<file path="src/rtl/pitch_ctrl_pkg.sv">
// Shared definitions for the pitch shifter control front-end: sequencer
// states, register map, CTRL/STATUS bit positions and the reset factor.
package pitch_ctrl_pkg;

    typedef enum logic [2:0] {
        ST_IDLE    = 3'd0,
        ST_ISSUE   = 3'd1,
        ST_WAIT_PS = 3'd2,
        ST_EMIT    = 3'd3,
        ST_FLUSH   = 3'd4
    } state_t;

    localparam logic [1:0] ADDR_CTRL   = 2'd0;
    localparam logic [1:0] ADDR_FACTOR = 2'd1;
    localparam logic [1:0] ADDR_STATUS = 2'd2;
    localparam logic [1:0] ADDR_COUNT  = 2'd3;

    localparam int CTRL_ENABLE_BIT    = 0;
    localparam int CTRL_BYPASS_BIT    = 1;
    localparam int CTRL_MIX_BIT       = 2;
    localparam int STATUS_BUSY_BIT    = 0;
    localparam int STATUS_OVERRUN_BIT = 1;
    localparam int STATUS_TIMEOUT_BIT = 2;

    // Factor register is unsigned Q2.29
    localparam int          FACTOR_BITS    = 31;
    localparam logic [31:0] DEFAULT_FACTOR = 32'h1E00_0000;

endpackage

</file>
<file path="src/rtl/pitch_ctrl_regs.sv">
// Avalon-MM register file for the pitch shifter controller: CTRL, pending
// FACTOR with its pending flag, sticky W1C STATUS flags and the sample COUNT.
// Optional feature macro: PITCH_CTRL_MIX_EN makes CTRL bit2 (mix) writable;
// without it the bit stays 0.
module pitch_ctrl_regs
    import pitch_ctrl_pkg::*;
(
    input  logic                   clk,
    input  logic                   rst,
    input  logic [1:0]             avs_address,
    input  logic                   avs_read,
    input  logic                   avs_write,
    input  logic [31:0]            avs_writedata,
    output logic [31:0]            avs_readdata,
    input  logic                   busy,
    input  logic                   count_inc,
    input  logic                   overrun_set,
    input  logic                   timeout_set,
    input  logic                   factor_clr,
    output logic                   ctrl_enable,
    output logic                   ctrl_bypass,
    output logic                   ctrl_mix,
    output logic [FACTOR_BITS-1:0] factor_value,
    output logic                   factor_pending
);

    logic [2:0]             ctrl_r;
    logic [FACTOR_BITS-1:0] factor_r;
    logic                   pending_r;
    logic                   overrun_r;
    logic                   timeout_r;
    logic [31:0]            count_r;
    logic                   wr_ctrl_s;
    logic                   wr_factor_s;
    logic                   wr_status_s;
    logic                   wr_count_s;
    logic                   unused_ok_s;

    assign unused_ok_s    = avs_writedata[31];
    assign ctrl_enable    = ctrl_r[CTRL_ENABLE_BIT];
    assign ctrl_bypass    = ctrl_r[CTRL_BYPASS_BIT];
    assign ctrl_mix       = ctrl_r[CTRL_MIX_BIT];
    assign factor_value   = factor_r;
    assign factor_pending = pending_r;

    // Decode the write strobe into one enable per register
    always_comb begin
        wr_ctrl_s   = 1'b0;
        wr_factor_s = 1'b0;
        wr_status_s = 1'b0;
        wr_count_s  = 1'b0;
        if (avs_write) begin
            case (avs_address)
                ADDR_CTRL:   wr_ctrl_s   = 1'b1;
                ADDR_FACTOR: wr_factor_s = 1'b1;
                ADDR_STATUS: wr_status_s = 1'b1;
                ADDR_COUNT:  wr_count_s  = 1'b1;
                default:     wr_ctrl_s   = 1'b0;
            endcase
        end else begin
            wr_ctrl_s = 1'b0;
        end
    end

    // CTRL storage; the mix bit only exists when the mix feature is built in
    always_ff @(posedge clk) begin
        if (rst) begin
            ctrl_r <= 3'b000;
        end else if (wr_ctrl_s) begin
            ctrl_r[CTRL_ENABLE_BIT] <= avs_writedata[CTRL_ENABLE_BIT];
            ctrl_r[CTRL_BYPASS_BIT] <= avs_writedata[CTRL_BYPASS_BIT];
`ifdef PITCH_CTRL_MIX_EN
            ctrl_r[CTRL_MIX_BIT]    <= avs_writedata[CTRL_MIX_BIT];
`endif
        end
    end

    // Pending factor; a write in the same cycle as a flush keeps it pending
    always_ff @(posedge clk) begin
        if (rst) begin
            factor_r  <= DEFAULT_FACTOR[FACTOR_BITS-1:0];
            pending_r <= 1'b0;
        end else if (wr_factor_s) begin
            factor_r  <= avs_writedata[FACTOR_BITS-1:0];
            pending_r <= 1'b1;
        end else if (factor_clr) begin
            pending_r <= 1'b0;
        end
    end

    // Sticky STATUS flags; a new event wins over a simultaneous clear
    always_ff @(posedge clk) begin
        if (rst) begin
            overrun_r <= 1'b0;
            timeout_r <= 1'b0;
        end else begin
            overrun_r <= overrun_set |
                         (overrun_r & ~(wr_status_s & avs_writedata[STATUS_OVERRUN_BIT]));
            timeout_r <= timeout_set |
                         (timeout_r & ~(wr_status_s & avs_writedata[STATUS_TIMEOUT_BIT]));
        end
    end

    // Completed shifted sample counter; wraps, any write clears it
    always_ff @(posedge clk) begin
        if (rst) begin
            count_r <= 32'd0;
        end else if (wr_count_s) begin
            count_r <= 32'd0;
        end else if (count_inc) begin
            count_r <= count_r + 32'd1;
        end
    end

    // Registered read mux, data valid the cycle after the read strobe
    always_ff @(posedge clk) begin
        if (rst) begin
            avs_readdata <= 32'd0;
        end else if (avs_read) begin
            case (avs_address)
                ADDR_CTRL:   avs_readdata <= {29'd0, ctrl_r};
                ADDR_FACTOR: avs_readdata <= {1'b0, factor_r};
                ADDR_STATUS: avs_readdata <= {29'd0, timeout_r, overrun_r, busy};
                ADDR_COUNT:  avs_readdata <= count_r;
                default:     avs_readdata <= 32'd0;
            endcase
        end
    end

endmodule

</file>
<file path="src/rtl/pitch_shift_ctrl.sv">
// Pitch shifter sequencer: one shifter transaction per stereo ADC sample,
// with mute/bypass paths, result timeout, overrun detection and factor
// updates applied through a two-cycle shifter flush between samples.
// Optional feature macro: PITCH_CTRL_MIX_EN (wet/dry 50% mix on CTRL bit2).
module pitch_shift_ctrl
    import pitch_ctrl_pkg::*;
#(
    parameter int DATA_SIZE = 24,
    parameter int FACTOR_W  = 31,
    parameter int TIMEOUT   = 64
) (
    input  logic                        clk,
    input  logic                        rst,
    input  logic [1:0]                  avs_address,
    input  logic                        avs_read,
    input  logic                        avs_write,
    input  logic [31:0]                 avs_writedata,
    output logic [31:0]                 avs_readdata,
    input  logic signed [DATA_SIZE-1:0] adc_left,
    input  logic signed [DATA_SIZE-1:0] adc_right,
    input  logic                        adc_valid,
    output logic signed [DATA_SIZE-1:0] dac_left,
    output logic signed [DATA_SIZE-1:0] dac_right,
    output logic                        dac_valid,
    output logic signed [DATA_SIZE-1:0] ps_in_left,
    output logic signed [DATA_SIZE-1:0] ps_in_right,
    output logic                        ps_in_ready,
    input  logic signed [DATA_SIZE-1:0] ps_out_left,
    input  logic signed [DATA_SIZE-1:0] ps_out_right,
    input  logic                        ps_out_ready,
    output logic                        ps_rst,
    output logic [FACTOR_W-1:0]         shift_factor
);

    localparam int               CNT_W     = $clog2(TIMEOUT);
    localparam logic [CNT_W-1:0] WAIT_LAST = CNT_W'(TIMEOUT - 1);

    state_t                   state_r;
    logic [CNT_W-1:0]         wait_cnt_r;
    logic                     flush_second_r;
    logic                     ctrl_enable_s;
    logic                     ctrl_bypass_s;
    logic                     ctrl_mix_s;
    logic [FACTOR_BITS-1:0]   factor_value_s;
    logic                     factor_pending_s;
    logic                     busy_s;
    logic                     timed_out_s;
    logic signed [DATA_SIZE-1:0] emit_left_s;
    logic signed [DATA_SIZE-1:0] emit_right_s;

    assign busy_s      = (state_r != ST_IDLE);
    assign timed_out_s = (state_r == ST_WAIT_PS) && !ps_out_ready && (wait_cnt_r == WAIT_LAST);
    // The shifter must be held in reset for the whole controller reset too
    assign ps_rst      = rst | (state_r == ST_FLUSH);

    pitch_ctrl_regs u_regs (
        .clk            (clk),
        .rst            (rst),
        .avs_address    (avs_address),
        .avs_read       (avs_read),
        .avs_write      (avs_write),
        .avs_writedata  (avs_writedata),
        .avs_readdata   (avs_readdata),
        .busy           (busy_s),
        .count_inc      (state_r == ST_EMIT),
        .overrun_set    (adc_valid && busy_s),
        .timeout_set    (timed_out_s),
        .factor_clr     ((state_r == ST_FLUSH) && !flush_second_r),
        .ctrl_enable    (ctrl_enable_s),
        .ctrl_bypass    (ctrl_bypass_s),
        .ctrl_mix       (ctrl_mix_s),
        .factor_value   (factor_value_s),
        .factor_pending (factor_pending_s)
    );

    // Output sample: wet result, or half-wet plus half-dry when mixing
    always_comb begin
        if (ctrl_mix_s) begin
            emit_left_s  = (ps_out_left  >>> 1'b1) + (ps_in_left  >>> 1'b1);
            emit_right_s = (ps_out_right >>> 1'b1) + (ps_in_right >>> 1'b1);
        end else begin
            emit_left_s  = ps_out_left;
            emit_right_s = ps_out_right;
        end
    end

    // Sample sequencer with registered shifter/DAC outputs
    always_ff @(posedge clk) begin
        if (rst) begin
            state_r        <= ST_IDLE;
            wait_cnt_r     <= {CNT_W{1'b0}};
            flush_second_r <= 1'b0;
            ps_in_left     <= {DATA_SIZE{1'b0}};
            ps_in_right    <= {DATA_SIZE{1'b0}};
            ps_in_ready    <= 1'b0;
            dac_left       <= {DATA_SIZE{1'b0}};
            dac_right      <= {DATA_SIZE{1'b0}};
            dac_valid      <= 1'b0;
            shift_factor   <= FACTOR_W'(DEFAULT_FACTOR);
        end else begin
            dac_valid   <= 1'b0;
            ps_in_ready <= 1'b0;
            case (state_r)
                ST_IDLE: begin
                    if (adc_valid) begin
                        if (!ctrl_enable_s) begin
                            dac_left  <= {DATA_SIZE{1'b0}};
                            dac_right <= {DATA_SIZE{1'b0}};
                            dac_valid <= 1'b1;
                        end else if (ctrl_bypass_s) begin
                            dac_left  <= adc_left;
                            dac_right <= adc_right;
                            dac_valid <= 1'b1;
                        end else begin
                            ps_in_left  <= adc_left;
                            ps_in_right <= adc_right;
                            ps_in_ready <= 1'b1;
                            wait_cnt_r  <= {CNT_W{1'b0}};
                            state_r     <= ST_ISSUE;
                        end
                    end else if (factor_pending_s) begin
                        flush_second_r <= 1'b0;
                        state_r        <= ST_FLUSH;
                    end
                end
                ST_ISSUE: begin
                    // Counter keeps running so the timeout is measured from ps_in_ready
                    wait_cnt_r <= wait_cnt_r + {{(CNT_W-1){1'b0}}, 1'b1};
                    state_r    <= ST_WAIT_PS;
                end
                ST_WAIT_PS: begin
                    if (ps_out_ready) begin
                        dac_left  <= emit_left_s;
                        dac_right <= emit_right_s;
                        dac_valid <= 1'b1;
                        state_r   <= ST_EMIT;
                    end else if (timed_out_s) begin
                        dac_left       <= ps_in_left;
                        dac_right      <= ps_in_right;
                        dac_valid      <= 1'b1;
                        flush_second_r <= 1'b0;
                        state_r        <= ST_FLUSH;
                    end else begin
                        wait_cnt_r <= wait_cnt_r + {{(CNT_W-1){1'b0}}, 1'b1};
                    end
                end
                ST_EMIT: begin
                    flush_second_r <= 1'b0;
                    state_r        <= factor_pending_s ? ST_FLUSH : ST_IDLE;
                end
                ST_FLUSH: begin
                    if (!flush_second_r) begin
                        shift_factor   <= FACTOR_W'(factor_value_s);
                        flush_second_r <= 1'b1;
                    end else begin
                        flush_second_r <= 1'b0;
                        state_r        <= ST_IDLE;
                    end
                end
                default: begin
                    state_r <= ST_IDLE;
                end
            endcase
        end
    end

endmodule

</file>
<file path="config.mk">
export PLATFORM = sky130hd
export DESIGN_NAME = pitch_shift_ctrl
export DESIGN_NICKNAME = d
export VERILOG_FILES = /design/src/rtl/pitch_ctrl_pkg.sv /design/src/rtl/pitch_ctrl_regs.sv /design/src/rtl/pitch_shift_ctrl.sv
export SDC_FILE = /design/constraint.sdc
export NUM_CORES = 1
export LEC_CHECK = 0
export ABC_AREA = 1
export ABC_CLOCK_PERIOD_IN_PS = 3880
export CAP_MARGIN = 20
export CORE_MARGIN = 4
export CORE_UTILIZATION = 53
export DETAILED_ROUTE_END_ITERATION = 8
export DONT_BUFFER_PORTS = 1
export GPL_ROUTABILITY_DRIVEN = 0
export MAX_ROUTING_LAYER = met4
export PLACE_DENSITY = 0.73
export SLEW_MARGIN = 15
export SYNTH_ARGS = -nofsm -noshare
export SYNTH_HDL_FRONTEND = slang
export SYNTH_SLANG_ARGS = --single-unit
export TNS_END_PERCENT = 1
</file>
<file path="constraint.sdc">
create_clock -name clk -period 3.88 [get_ports clk]
set_input_delay 0.388 -clock clk [delete_from_list [all_inputs] [get_ports clk]]
set_output_delay 0.388 -clock clk [all_outputs]
set_load 0.02 [all_outputs]
</file>
==> qor.csv <==
metric,value,unit
outcome,completed,
max cap viols,0,
Hold Path Class,in2reg,
most frequent cell after synthesis,nand2_1,
fin. max-slew vios,0,
final setup violation count,0,
initial antenna violation count,0,
CP endpoint,dac_right[9],
Initial DRC Count,815,
Clock transition at path regs,60,ps
Final WS setup,1456,ps
Worst Setup SP,wait_cnt_r[1],
Slew HR,33.74,%
asr flop ratio synth,0,%
sw frac,34.10,%
drt drc,0,
initial core utilization,54.48,%
Syn. warnings,0,
met2 Use GR,42.95,%
Area Growth Syn to Fin,12.81,%
Die W,150.4,um
fmax,0.4126,GHz
register area share after synthesis,44.54,%
first-pass GRT wire length,49620,um
dominant synthesized flop cell,dfxtp_1,
RSZ-0062 raised after global routing,false,
Post-synth top cells,"nand2_1, nor2_1, dfxtp_1",
sequential power share,47.8,%
layout cells sized above 1,5.154,%
Pwr per Cell Area,587.0,nW/um^2
CTS resizes,0,
core area,19720,um^2
Netlist cell types,38,
CTS tree,yes,
fin crit period,2424,ps
vias in the first global route,9804,
Synth area leaders,"dfxtp_1, nand2_1, nor2_1, inv_1, o21ai_0",
synthesized cell area,10740,um^2
DRT Wirelength,31220,um
diode count,0,
Post-synth EDFFs,0,
Worst Path Max Fanout,52,
DP HPWL,20850,um
Post-Synthesis Cells,1574,
post-synth top area share,44.54,%
Tightest Pin Transition,991.6,ps
clk sink count,239,
combinational share of power,16.7,%
detailed-route via count,10210,
die footprint,22610,um^2
WP data arrival,2880,ps
Pre-antenna DRT Iters,5,
met1 GRT Util,32.84,%
Net Sw Power,2425,uW
via/cell ratio,5.498,
clock latency on the worst-skew pair,520,ps
clock buffer count from CTS,26,
Tot GR Track Use,27.51,%
reg2reg path depth,10,
fill count,1773,
period utilization,62.47,%
largest net degree at the start of global routing,105,
crit end category,flop,
CTS root buf,clkbuf_16,
Worst R2R End,dac_right[9],
worst r2r src,wait_cnt_r[1],
met3 usage,8.489,%
nets@finish,1709,
# Post-CTS Setup Buffers,0,
r2r setup slk,1460,ps
Multi-input gate area,4796,um^2
Worst Path Required,4330,ps
# rows,51,
VDD IR max,0.4405,mV
remaining global-route overflow,0,
startpoint types,flop,
crit path kind,reg2reg,
Syn Nets,1712,
Reg area,4786,um^2
Routed Antenna Nets,0,
Placement Setup Slack,1521,ps
P_leak,0.005239,uW
Final Hold Viols,0,
Fin Clk Skew,9.776,ps
Port Buffers,0,
"FF+latch count, synth",239,
clk buf depth,3,
Die Y,150.4,um
Internal,4688,uW
Synth area leader,dfxtp_1,
Clk network pwr share,35.5,%
wire per inst,16.82,um
H-tree Lvls,1,
GR peak layer,met2,
Setup TNS Final,0,ps
I/O pins,298,
post-synthesis average cell area,6.824,um^2
per-stage QoR:
step	cells	util [%]	power, uW	area, um^2	hold slack (ps)
2_1_floorplan	1574	-	4315	10740	421.0
4_1_cts	1856	61.46	7137	12120	1.560
3_5_place_dp	1757	54.41	4573	10730	448.5
3_3_place_gp	1757	54.41	4540	10730	435.8
5_1_grt	1856	61.46	7476	12120	10.33
6_report	1856	61.46	7113	12120	11.23
layout by cell type (no fill, tap or decap), types with 27 or more instances in the layout:
master / count
dlygate4sd3_1: 51
a21oi_1: 84
clkbuf_16: 27
o221ai_1: 28
o21ai_0: 139
nand3_1: 138
nor2_1: 279
dfxtp_1: 238
inv_1: 185
nand2_1: 306
registers in the layout, summed over array words and instances (netlist names), 2 cells and up:
register,cells
u_regs.avs_readdata,32
u_regs.count_r,32
shift_factor,31
u_regs.factor_value,31
dac_left,24
dac_right,24
ps_in_left,24
ps_in_right,24
wait_cnt_r,6
state_r,3
u_regs.ctrl_r,2
worst min-delay path by stage:
stage                             start  slack [ps]  cells after the start                endpoint
after detailed placement  wait_cnt_r[5]         450                      2           wait_cnt_r[5]
final                       adc_left[6]          10                      2           ps_in_left[6]
after global placement    wait_cnt_r[5]         440                      2           wait_cnt_r[5]
after CTS                 adc_right[13]           2                      2         ps_in_right[13]
after global routing                rst          10                      3  u_regs.avs_readdata[1]
after floorplan           wait_cnt_r[5]         420                      2           wait_cnt_r[5]
per-layer routing:
metal | wire length [um] | up-vias
met5 | 0 | -
met2 | 14270 | 478
met3 | 3233 | 119
li1 | - | 5019
met4 | 1527 | 0
met1 | 12190 | 4589
final cells by class:
| type | count | area share (%) |
|---|---|---|
| clock buffer | 39 | 6.443 |
| clock inverter | 9 | 0.8054 |
| inverter | 193 | 6.009 |
| multi-input combinational | 1050 | 39.58 |
| sequential | 239 | 39.49 |
| tap | 265 | 2.736 |
| timing repair buffer | 61 | 4.935 |
critical path, stage by stage (launching register included):
cell and delay [ps]:
dfxtp_1 380, ha_1 210, nand3_1 140, nor2_1 110, nor2_1 70, inv_2 80, nand4_4 570, buf_4 510
nand2_1 100, nand2_1 50, nor2_1 120
cell families (layout without fill, tap and decap cells):
logic type               count (synthesis)  count (layout)  share of synthesized area (%)
buffers and inverters                  285             302                          10.89
AO/OA/AOI/OAI                          279             279                          14.35
AND/OR/NAND/NOR                        766             766                          29.74
flip-flops                             239             239                          44.54
XOR/XNOR                                 3               3                         0.2447
adder cells (fa/ha/maj)                  2               2                         0.2329
power groups by stage:
| stage | Clock [uW] | Sequential [uW] | Combinational (uW) |
|---|---|---|---|
| detailed placement | 0 | 3450 | 1120 |
| global placement | 0 | 3450 | 1090 |
| finish | 2530 | 3400 | 1190 |
| global route | 2670 | 3440 | 1370 |
| floorplan | 0 | 3330 | 986 |
| CTS | 2560 | 3400 | 1180 |
repair_timing:
action | CTS | global route
endpoints found under the hold margin | 62 | 0
hold buffers | 51 | 0
setup endpoints to repair | 0 | 0
(Power assumes the default switching activity.)
